`config.mk`:
```
export PLATFORM = sky130hd
export DESIGN_NAME = multiexp_g1_axi_stream_wr_master
export DESIGN_NICKNAME = d
export VERILOG_FILES = /design/src/rtl/multiexp_g1_axi_stream_wr_master.sv
export SDC_FILE = /design/constraint.sdc
export NUM_CORES = 1
export LEC_CHECK = 0
export CORE_AREA = 2 2 500 502
export CTS_CLUSTER_DIAMETER = 120
export DETAILED_ROUTE_END_ITERATION = 6
export DIE_AREA = 0 0 502 504
export PLACE_DENSITY = 0.37
export SYNTH_ARGS = -nofsm -noshare
export SYNTH_HDL_FRONTEND = slang
export SYNTH_SLANG_ARGS = --single-unit
```
`constraint.sdc`:
```
create_clock -name ap_clk -period 18.3 [get_ports ap_clk]
set_input_delay 3.66 -clock ap_clk [delete_from_list [all_inputs] [get_ports ap_clk]]
set_output_delay 3.66 -clock ap_clk [all_outputs]
set_load 0.05 [all_outputs]
```
`src/rtl/multiexp_g1_axi_stream_wr_master.sv`:
```
// multiexp_g1_axi_stream_wr_master: drains an AXI4-Stream into memory as AXI4 INCR write bursts.
// One AW per burst of up to BURST_LEN beats; W beats flow only for bursts whose AW is accepted.
module multiexp_g1_axi_stream_wr_master #(
  parameter int C_M_AXI_ADDR_WIDTH = 64,
  parameter int C_M_AXI_DATA_WIDTH = 512,
  parameter int C_XFER_SIZE_WIDTH  = 64,
  parameter int C_MAX_OUTSTANDING  = 32
) (
  input  logic                            ap_clk,
  input  logic                            areset,
  input  logic                            ctrl_start,
  output logic                            ctrl_done,
  input  logic [C_M_AXI_ADDR_WIDTH-1:0]   ctrl_addr_offset,
  input  logic [C_XFER_SIZE_WIDTH-1:0]    ctrl_xfer_size_in_bytes,
  output logic                            m_axi_awvalid,
  input  logic                            m_axi_awready,
  output logic [C_M_AXI_ADDR_WIDTH-1:0]   m_axi_awaddr,
  output logic [7:0]                      m_axi_awlen,
  output logic                            m_axi_wvalid,
  input  logic                            m_axi_wready,
  output logic [C_M_AXI_DATA_WIDTH-1:0]   m_axi_wdata,
  output logic [C_M_AXI_DATA_WIDTH/8-1:0] m_axi_wstrb,
  output logic                            m_axi_wlast,
  input  logic                            m_axi_bvalid,
  output logic                            m_axi_bready,
  input  logic                            s_axis_tvalid,
  output logic                            s_axis_tready,
  input  logic [C_M_AXI_DATA_WIDTH-1:0]   s_axis_tdata
);
  localparam int AW = C_M_AXI_ADDR_WIDTH;
  localparam int XW = C_XFER_SIZE_WIDTH;
  localparam int DWB = C_M_AXI_DATA_WIDTH / 8;
  localparam int BL = (4096 / DWB < 256) ? 4096 / DWB : 256;
  localparam int LDW = $clog2(DWB);
  localparam int LB = $clog2(BL);
  localparam int BURST_BYTES = BL * DWB;
  localparam int OW = $clog2(C_MAX_OUTSTANDING + 1);

  typedef enum logic [1:0] {IDLE, RUN, DONE} state_t;

  state_t state_q, state_d;
  logic [AW-1:0] awaddr_q, awaddr_d;
  logic [7:0] awlen_q, awlen_d, beat_q, beat_d, cur_len;
  logic awvalid_q, awvalid_d, done_q, done_d;
  logic [XW-1:0] beats_q, beats_d, bursts_q, bursts_d;
  logic [XW-1:0] aw_cnt_q, aw_cnt_d, b_cnt_q, b_cnt_d, wb_q, wb_d;
  logic [XW-1:0] start_beats, start_bursts;
  logic [OW-1:0] out_q, out_d;
  logic run, allowed, aw_fire, w_fire, b_fire;

  // Length field of the final burst: remaining beats minus one.
  function automatic logic [7:0] last_len(input logic [XW-1:0] beats);
    return 8'((beats - XW'(1)) & XW'(BL - 1));
  endfunction

  assign start_beats  = (ctrl_xfer_size_in_bytes >> LDW) + XW'(|(ctrl_xfer_size_in_bytes & XW'(DWB - 1)));
  assign start_bursts = (start_beats >> LB) + XW'(|(start_beats & XW'(BL - 1)));
  assign run     = state_q == RUN;
  assign allowed = run & (wb_q < aw_cnt_q);
  assign cur_len = (wb_q == bursts_q - XW'(1)) ? last_len(beats_q) : 8'(BL - 1);
  assign aw_fire = awvalid_q & m_axi_awready;
  assign w_fire  = s_axis_tvalid & m_axi_wready & allowed;
  assign b_fire  = m_axi_bvalid & run;

  assign m_axi_awvalid = awvalid_q;
  assign m_axi_awaddr  = awaddr_q;
  assign m_axi_awlen   = awlen_q;
  assign m_axi_wvalid  = s_axis_tvalid & allowed;
  assign m_axi_wdata   = s_axis_tdata;
  assign m_axi_wstrb   = '1;
  assign m_axi_wlast   = allowed & (beat_q == cur_len);
  assign m_axi_bready  = run;
  assign s_axis_tready = m_axi_wready & allowed;
  assign ctrl_done     = done_q;

  always_comb begin
    state_d  = state_q;
    beats_d  = beats_q;
    bursts_d = bursts_q;
    aw_cnt_d = aw_cnt_q + XW'(aw_fire);
    b_cnt_d  = b_cnt_q + XW'(b_fire);
    out_d    = out_q + OW'(aw_fire) - OW'(b_fire);
    awaddr_d = aw_fire ? awaddr_q + AW'(BURST_BYTES) : awaddr_q;
    wb_d     = wb_q;
    beat_d   = beat_q;
    done_d   = 1'b0;
    if (w_fire) begin
      beat_d = (beat_q == cur_len) ? 8'd0 : beat_q + 8'd1;
      wb_d   = (beat_q == cur_len) ? wb_q + XW'(1) : wb_q;
    end
    case (state_q)
      IDLE: if (ctrl_start) begin
        beats_d  = start_beats;
        bursts_d = start_bursts;
        awaddr_d = ctrl_addr_offset;
        aw_cnt_d = '0;
        b_cnt_d  = '0;
        out_d    = '0;
        wb_d     = '0;
        beat_d   = '0;
        state_d  = (ctrl_xfer_size_in_bytes == '0) ? DONE : RUN;
      end
      RUN: if (b_cnt_d == bursts_q) begin
        state_d = DONE;
        done_d  = 1'b1;
      end
      // Zero-size transfers reach DONE without a pulse; emit it one cycle later.
      DONE: begin
        done_d  = ~done_q;
        state_d = IDLE;
      end
      default: state_d = IDLE;
    endcase
    awvalid_d = (state_d == RUN) & (aw_cnt_d < bursts_d) & (out_d < OW'(C_MAX_OUTSTANDING));
    awlen_d   = (aw_cnt_d == bursts_d - XW'(1)) ? last_len(beats_d) : 8'(BL - 1);
  end

  always_ff @(posedge ap_clk) begin
    if (areset) begin
      state_q   <= IDLE;
      awaddr_q  <= '0;
      awlen_q   <= '0;
      awvalid_q <= 1'b0;
      done_q    <= 1'b0;
      beats_q   <= '0;
      bursts_q  <= '0;
      aw_cnt_q  <= '0;
      b_cnt_q   <= '0;
      out_q     <= '0;
      wb_q      <= '0;
      beat_q    <= '0;
    end else begin
      state_q   <= state_d;
      awaddr_q  <= awaddr_d;
      awlen_q   <= awlen_d;
      awvalid_q <= awvalid_d;
      done_q    <= done_d;
      beats_q   <= beats_d;
      bursts_q  <= bursts_d;
      aw_cnt_q  <= aw_cnt_d;
      b_cnt_q   <= b_cnt_d;
      out_q     <= out_d;
      wb_q      <= wb_d;
      beat_q    <= beat_d;
    end
  end
endmodule

```
==> impl_metrics.csv, run 1 <==
group,metric,value,unit
clocking,ctsResizeCount,0,
setup_path,cp_slowest_cell,"nor4b_1",
setup_path,cp.arrival,12.21,ns
setup_path,crit_buf_inv,1,
synthesis,synthCells,4365,
setup_path,cp.required,18.74,ns
final_layout,final_cell_count_no_fill,7302,
drt,wl,133400,um
global_routing,grt_pass1_vias,28250,
power_and_ir_drop,leakage,12.03,nW
power_and_ir_drop,total_power,2.346,mW
sta,period_needed,11.76,ns
final_layout,fill_cells,28400,
die,num_rows,183,
global_routing,track_usage,10.09,%
synthesis,synth_largest_area_cell,"dfxtp_1",
drt,routed-via-count,28580,
synthesis,syn-mean-instance-area,7.539,sq um
place,routabilityCongestion,0.8569,
drt,firstDrtPassIters,5,
synthesis,yosys.area_share.adder,5.802,%
sta,final-setup-viol-count,0,
setup_path,cp_slowest_stage_delay,0.77,ns
global_routing,grt_pass1_wl,192800,um
synthesis,synth_simple_gate_area_share,28.14,%
clocking,ctsRootBufferMaster,"clkbuf_16",
synthesis,synth-async-reset-ratio,0,%
clocking,cts_tree,"built",
drt,drt_iter0_drc,1812,
global_routing,grt_overflow_total,0,
synthesis,synth_top_area_share,21.29,%
power_and_ir_drop,powerDensity,65.07,mW/mm^2
final_layout,area.sequential,0.007007,sq mm
drt,antenna_left,0,
power_and_ir_drop,ir_worst_vdd,57.42,uV
drt,wl_per_cell,18.27,um
synthesis,synth_edf_count,0,
global_routing,grt_max_degree,86,
final_layout,multi_input_area,0.02039,sq mm
die,core,0.2475,sq mm
sta,slew_violations,0,
final_layout,syn2layout_area_growth,9.547,%
place,dp_cells,7218,
clocking,htreeDepth,2,
place,dp_hpwl,106900,um
drt,via_per_inst,3.915,
run_status,outcome,"complete, no violations",
final_layout,final_cell_mix,"nor2_1 (490), dfxtp_1 (350), xnor2_1 (311)",
sta,skew,0.03802,ns
clocking,path_clk_slew,0.06,ns
sta,timing.final.crit_share,64.29,%
clocking,cts.sinks,350,
clocking,clockBufferDepth,3,
synthesis,synth_area,0.03291,sq mm
sta,tns,0,ns
die,die_area,0.2530,sq mm
sta,max_freq,0.08500,GHz
clocking,holdBufCountCts,0,
setup_path,setup.worst_path.class,"in -> reg",
global_routing,antenna_found_initial,11,
setup_path,crit_family,"simple AND/OR/NAND/NOR gates",
clocking,numCtsBuffers,45,
synthesis,synth_compound_area_share,12.82,%
clocking,clk-insertion-delay-late,0.60,ns
drt,drcViolationCount,0,
run,drv_cap,0,
synthesis,synth-xor-area-share,13.36,%
setup_path,critPathCaptureType,"flop",
setup_path,cp_max_fo,11,
die,die_h,504,um
place,portBuffers,210,
die,start_util,13.30,%
sta,hold_viol_final,0,
final_layout,layout-drive-gt1-share,4.938,%
synthesis,synth_top_family_by_area,"simple AND/OR/NAND/NOR gates",
worst_hold_path,hold_class,"reg -> reg",
die,ios,1301,
synthesis,yosysUniqueCellTypes,108,
final_layout,final_common_cell,"nor2_1",
sta,tightest_slew,1.223,ns
synthesis,yosys_register_bits,350,
sta,slew_headroom,17.86,%
clocking,cts_setup_buffers,0,
sta,rsz0062_at_grt,"no",
setup_path,cp-start-kind,"input port",
synthesis,yosysWarnings,0,
synthesis,synth_top_flop_cell,"dfxtp_1",
final_layout,nets,4734,
die,die_w,502,um
synthesis,synth.top_cells.by_area,"dfxtp_1 (21%), buf_4 (13%), xnor2_1 (8.3%)",
synthesis,synthMuxAreaShare,1.027,%
synthesis,yosysSeqAreaShare,21.29,%
[synth_stat cells, types with 15 or more instances]
cell and number:
nor2b_1 27, a211oi_1 62, buf_2 24, nor3_1 125, nor2_1 490, a21o_1 39
and2_1 62, dfxtp_1 350, a21oi_1 137, ha_1 151, or4_1 39, mux2i_1 29
xnor2_1 311, a31oi_1 37, o31ai_1 21, o31a_1 20, or3_1 81, o21ai_0 111
clkbuf_1 165, inv_1 155, nand3_1 168, o21a_1 20, or2_2 24, buf_4 583
nand2b_1 25, nand2_1 299, nor4_1 103, and4_1 41, nand4_1 135, xor2_1 189
a311oi_1 15, and3_1 76
[metrics by stage]
step	utilization (%)	instance area [sq um]	setup WS (ns)	hold slack (ns)
global placement	13.95	34530	5.887	0.4472
detailed placement	13.95	34530	5.867	0.4494
global route	14.56	36040	5.855	0.4843
CTS	14.56	36040	6.556	0.4612
floorplan	-	33150	8.673	0.4801
finish	14.56	36050	6.535	0.4601
[power by group]
group / switching (mW) / internal [mW] / total, mW / leakage, nW
Sequential: 0.0505 / 0.788 / 0.839 / 2.85
Combinational: 0.371 / 0.193 / 0.565 / 8.45
Clock: 0.388 / 0.555 / 0.943 / 0.733
[routing by layer]
| layer | part of all wire, % | vias up | GRT usage (%) | routed length [um] |
|---|---|---|---|---|
| li1 | - | 13780 | - | - |
| met1 | 42 | 13420 | 12.07 | 55950 |
| met2 | 44 | 895 | 15.77 | 58270 |
| met3 | 5.5 | 477 | 1.886 | 7360 |
| met4 | 8.8 | 8 | 7.926 | 11710 |
| met5 | 0.10 | - | 0.3426 | 139 |
[worst paths after layout]
check / cells past startpoint / slack [ns] / start / endpoint
worst max-delay path: 25 / 6.54 / ctrl_xfer_size_in_bytes[2] / m_axi_awlen[5]
worst min-delay path: 2 / 0.46 / m_axi_awaddr[11] / m_axi_awaddr[11]
worst min register to register: 2 / 0.46 / m_axi_awaddr[11] / m_axi_awaddr[11]
worst max register to register: 17 / 10.58 / bursts_q[8] / wb_q[63]
[flip-flops by register name, indices dropped and copies added (netlist names)]
register       count
ctrl_done          1
beats_q            6
b_cnt_q           64
out_q              6
wb_q              64
beat_q             8
m_axi_awlen        6
m_axi_awaddr      64
m_axi_awvalid      1
bursts_q          64
state_q            2
aw_cnt_q          64
[worst register-to-register path, stage by stage, from the launching register on]
cell       delay, ns
dfxtp_1         0.46
or4_1           0.72
or4b_1          0.80
o31ai_1         0.44
o2111ai_1       0.18
nor4_1          0.70
nor4b_1         0.32
nand4_1         0.20
nor3_1          1.02
a21oi_1         0.17
nor3_1          0.23
nand3_1         0.19
nor2_1          0.18
buf_4           0.30
nand4_1         0.83
nor4_1          0.63
xnor2_1         0.17
nor2_1          0.05
[cell families after synthesis]
logic type / after synthesis
AOI/OAI and AO/OA: 605
xor gates and xnor gates: 501
adders and majority gates: 152
buffers and inverters: 943
DFF: 350
muxes: 33
other: 2
and+or+nand+nor: 1779
[layout make-up]
cell class	instances	area share, %
Timing Repair Buffer	246	6.584
Sequential cell	350	19.44
Tap cell	3330	11.56
Inverter	156	1.624
Antenna cell	3	0.02082
Multi-Input combinational cell	3136	56.57
Clock buffer	66	3.651
Clock inverter	15	0.5553
Power figures use the tool's default switching activity.
==> run 2: changes to the inputs <==
==> constraint.sdc (replaced) <==
create_clock -name ap_clk -period 11.6 [get_ports ap_clk]
set_input_delay 2.32 -clock ap_clk [delete_from_list [all_inputs] [get_ports ap_clk]]
set_output_delay 2.32 -clock ap_clk [all_outputs]
set_load 0.05 [all_outputs]
==> impl_metrics.csv, run 2 (synthesis gave the netlist of run 1 again) <==
group,metric,value,unit
place,dp_cells,7222,
place,pre_cts_slack,0.6016,ns
die,die_h,504,um
die,start_util,13.30,%
clocking,clk-insertion-delay-late,0.62,ns
sta,rsz0062_at_grt,"no",
clocking,ctsRootBufferMaster,"clkbuf_16",
clocking,cts.sinks,350,
drt,wl_per_cell,18.34,um
worst_hold_path,hold-path-endpoint,"m_axi_awaddr[11]",
final_layout,nets,4740,
clocking,ctsResizeCount,0,
global_routing,grt_max_degree,91,
final_layout,syn2layout_area_growth,9.923,%
final_layout,final_common_cell,"nor2_1",
setup_path,cp.required,12.05,ns
clocking,numCtsBuffers,47,
global_routing,grt_pass1_vias,28170,
clocking,cts_tree,"built",
setup_path,r2r-end,"wb_q[63]",
sta,timing.final.crit_share,88.81,%
power_and_ir_drop,ir_worst_vdd,91.69,uV
sta,final-setup-viol-count,0,
power_and_ir_drop,total_power,3.773,mW
global_routing,grt_overflow_total,0,
sta,max_freq,0.09707,GHz
setup_path,cp_slowest_cell,"nor4b_1",
sta,hold_viol_final,0,
sta,tns,0,ns
drt,via_per_inst,3.917,
sta,period_needed,10.30,ns
final_layout,final_cell_count_no_fill,7311,
setup_path,cp-start-kind,"input port",
drt,routed-via-count,28640,
drt,firstDrtPassIters,5,
setup_path,cp_max_fo,11,
worst_hold_path,worstHoldStart,"m_axi_awaddr[11]",
power_and_ir_drop,leakage,12.10,nW
clocking,cts_setup_buffers,0,
setup_path,critPathCaptureType,"flop",
drt,drt_iter0_drc,1838,
final_layout,multi_input_area,0.02041,sq mm
run,drv_cap,0,
setup_path,r2r_slack,3.88,ns
drt,antenna_left,0,
die,die_w,502,um
place,routabilityCongestion,0.8547,
die,num_rows,183,
final_layout,final_util,14.61,%
sta,skew,0.03148,ns
die,ios,1301,
sta,slew_headroom,13.37,%
power_and_ir_drop,powerDensity,104.3,mW/mm^2
setup_path,setup.worst_path.class,"in -> reg",
sta,worst_slack,1.298,ns
setup_path,cp.arrival,10.76,ns
die,die_area,0.2530,sq mm
worst_hold_path,min_delay_path_depth,2,
setup_path,crit_path_frequent_cell,"ha_1",
clocking,htreeDepth,2,
place,portBuffers,210,
final_layout,area.sequential,0.007007,sq mm
place,dp_hpwl,107500,um
final_layout,layout-drive-gt1-share,5.156,%
setup_path,r2r_cells,17,
global_routing,grt_pass1_wl,193700,um
die,core,0.2475,sq mm
run_status,outcome,"complete, no violations",
clocking,path_clk_slew,0.05,ns
clocking,clockBufferDepth,3,
global_routing,antenna_found_initial,13,
sta,slew_violations,0,
clocking,holdBufCountCts,0,
final_layout,fill_cells,28500,
global_routing,track_usage,10.13,%
sta,tightest_slew,1.290,ns
setup_path,r2r-start,"bursts_q[8]",
drt,wl,134100,um
drt,drcViolationCount,0,
final_layout,final_cell_mix,"nor2_1 (490), dfxtp_1 (350), xnor2_1 (311)",
worst_hold_path,hold_class,"reg -> reg",
setup_path,cp_slowest_stage_delay,0.77,ns
-- run 2: cell count changes in the layout (fill, tap and decap cells not counted), sizes merged --
| cell | before | now |
|---|---|---|
| buf | 37 | 41 |
| clkbuf | 66 | 68 |
| clkinvlp | 4 | 2 |
| diode | 3 | 5 |
| inv | 156 | 158 |
| bufinv | 4 | 5 |
-- run 2: power by group --
group | internal, mW | switching, mW
Clock | 0.923 | 0.631
Sequential | 1.24 | 0.0813
Combinational | 0.306 | 0.589
Total | 2.47 | 1.30
-- run 2: metal layers --
layer	vias to the layer above	part of all wire [%]	wire length, um	global-route usage (%)
li1	13780	-	-	-
met1	13420	42	55770	11.98
met2	930	43	58110	15.91
met3	493	5.9	7920	1.988
met4	10	9.1	12150	8.056
met5	-	0.12	156	0.3426
-- run 2: worst max path at each step --
stage / startpoint / to / cells past startpoint
after floorplan: ctrl_xfer_size_in_bytes[3] / m_axi_awlen[0] / 28
after global placement: ctrl_xfer_size_in_bytes[2] / m_axi_awlen[0] / 26
after detailed placement: ctrl_xfer_size_in_bytes[2] / m_axi_awlen[0] / 26
after CTS: ctrl_xfer_size_in_bytes[2] / m_axi_awlen[4] / 26
after global routing: ctrl_xfer_size_in_bytes[2] / m_axi_awlen[3] / 26
final: ctrl_xfer_size_in_bytes[2] / m_axi_awlen[2] / 26
-- run 2: stage by stage --
step	area [sq um]	hold WS [ns]
floorplan	33150	0.4801
global placement	34560	0.4466
detailed placement	34570	0.4478
CTS	36160	0.4533
global route	36170	0.4681
finish	36170	0.4523
-- run 2: cell type report --
type | count | area share, %
multi-input combinational | 3136 | 56.41
sequential | 350 | 19.37
clock buffer | 68 | 3.746
tap | 3330 | 11.52
inverter | 156 | 1.619
antenna | 5 | 0.03459
clock inverter | 16 | 0.6537
timing repair buffer | 250 | 6.645
-- run 2: worst max-delay path: cells and delay by family --
| kind | cells | cell delay, ns |
|---|---|---|
| and+or+nand+nor | 14 | 4.51 |
| AOI/OAI and AO/OA | 6 | 1.74 |
| buffers and inverters | 1 | 0.67 |
| xor gates and xnor gates | 1 | 0.15 |
| adders and majority gates | 4 | 1.33 |
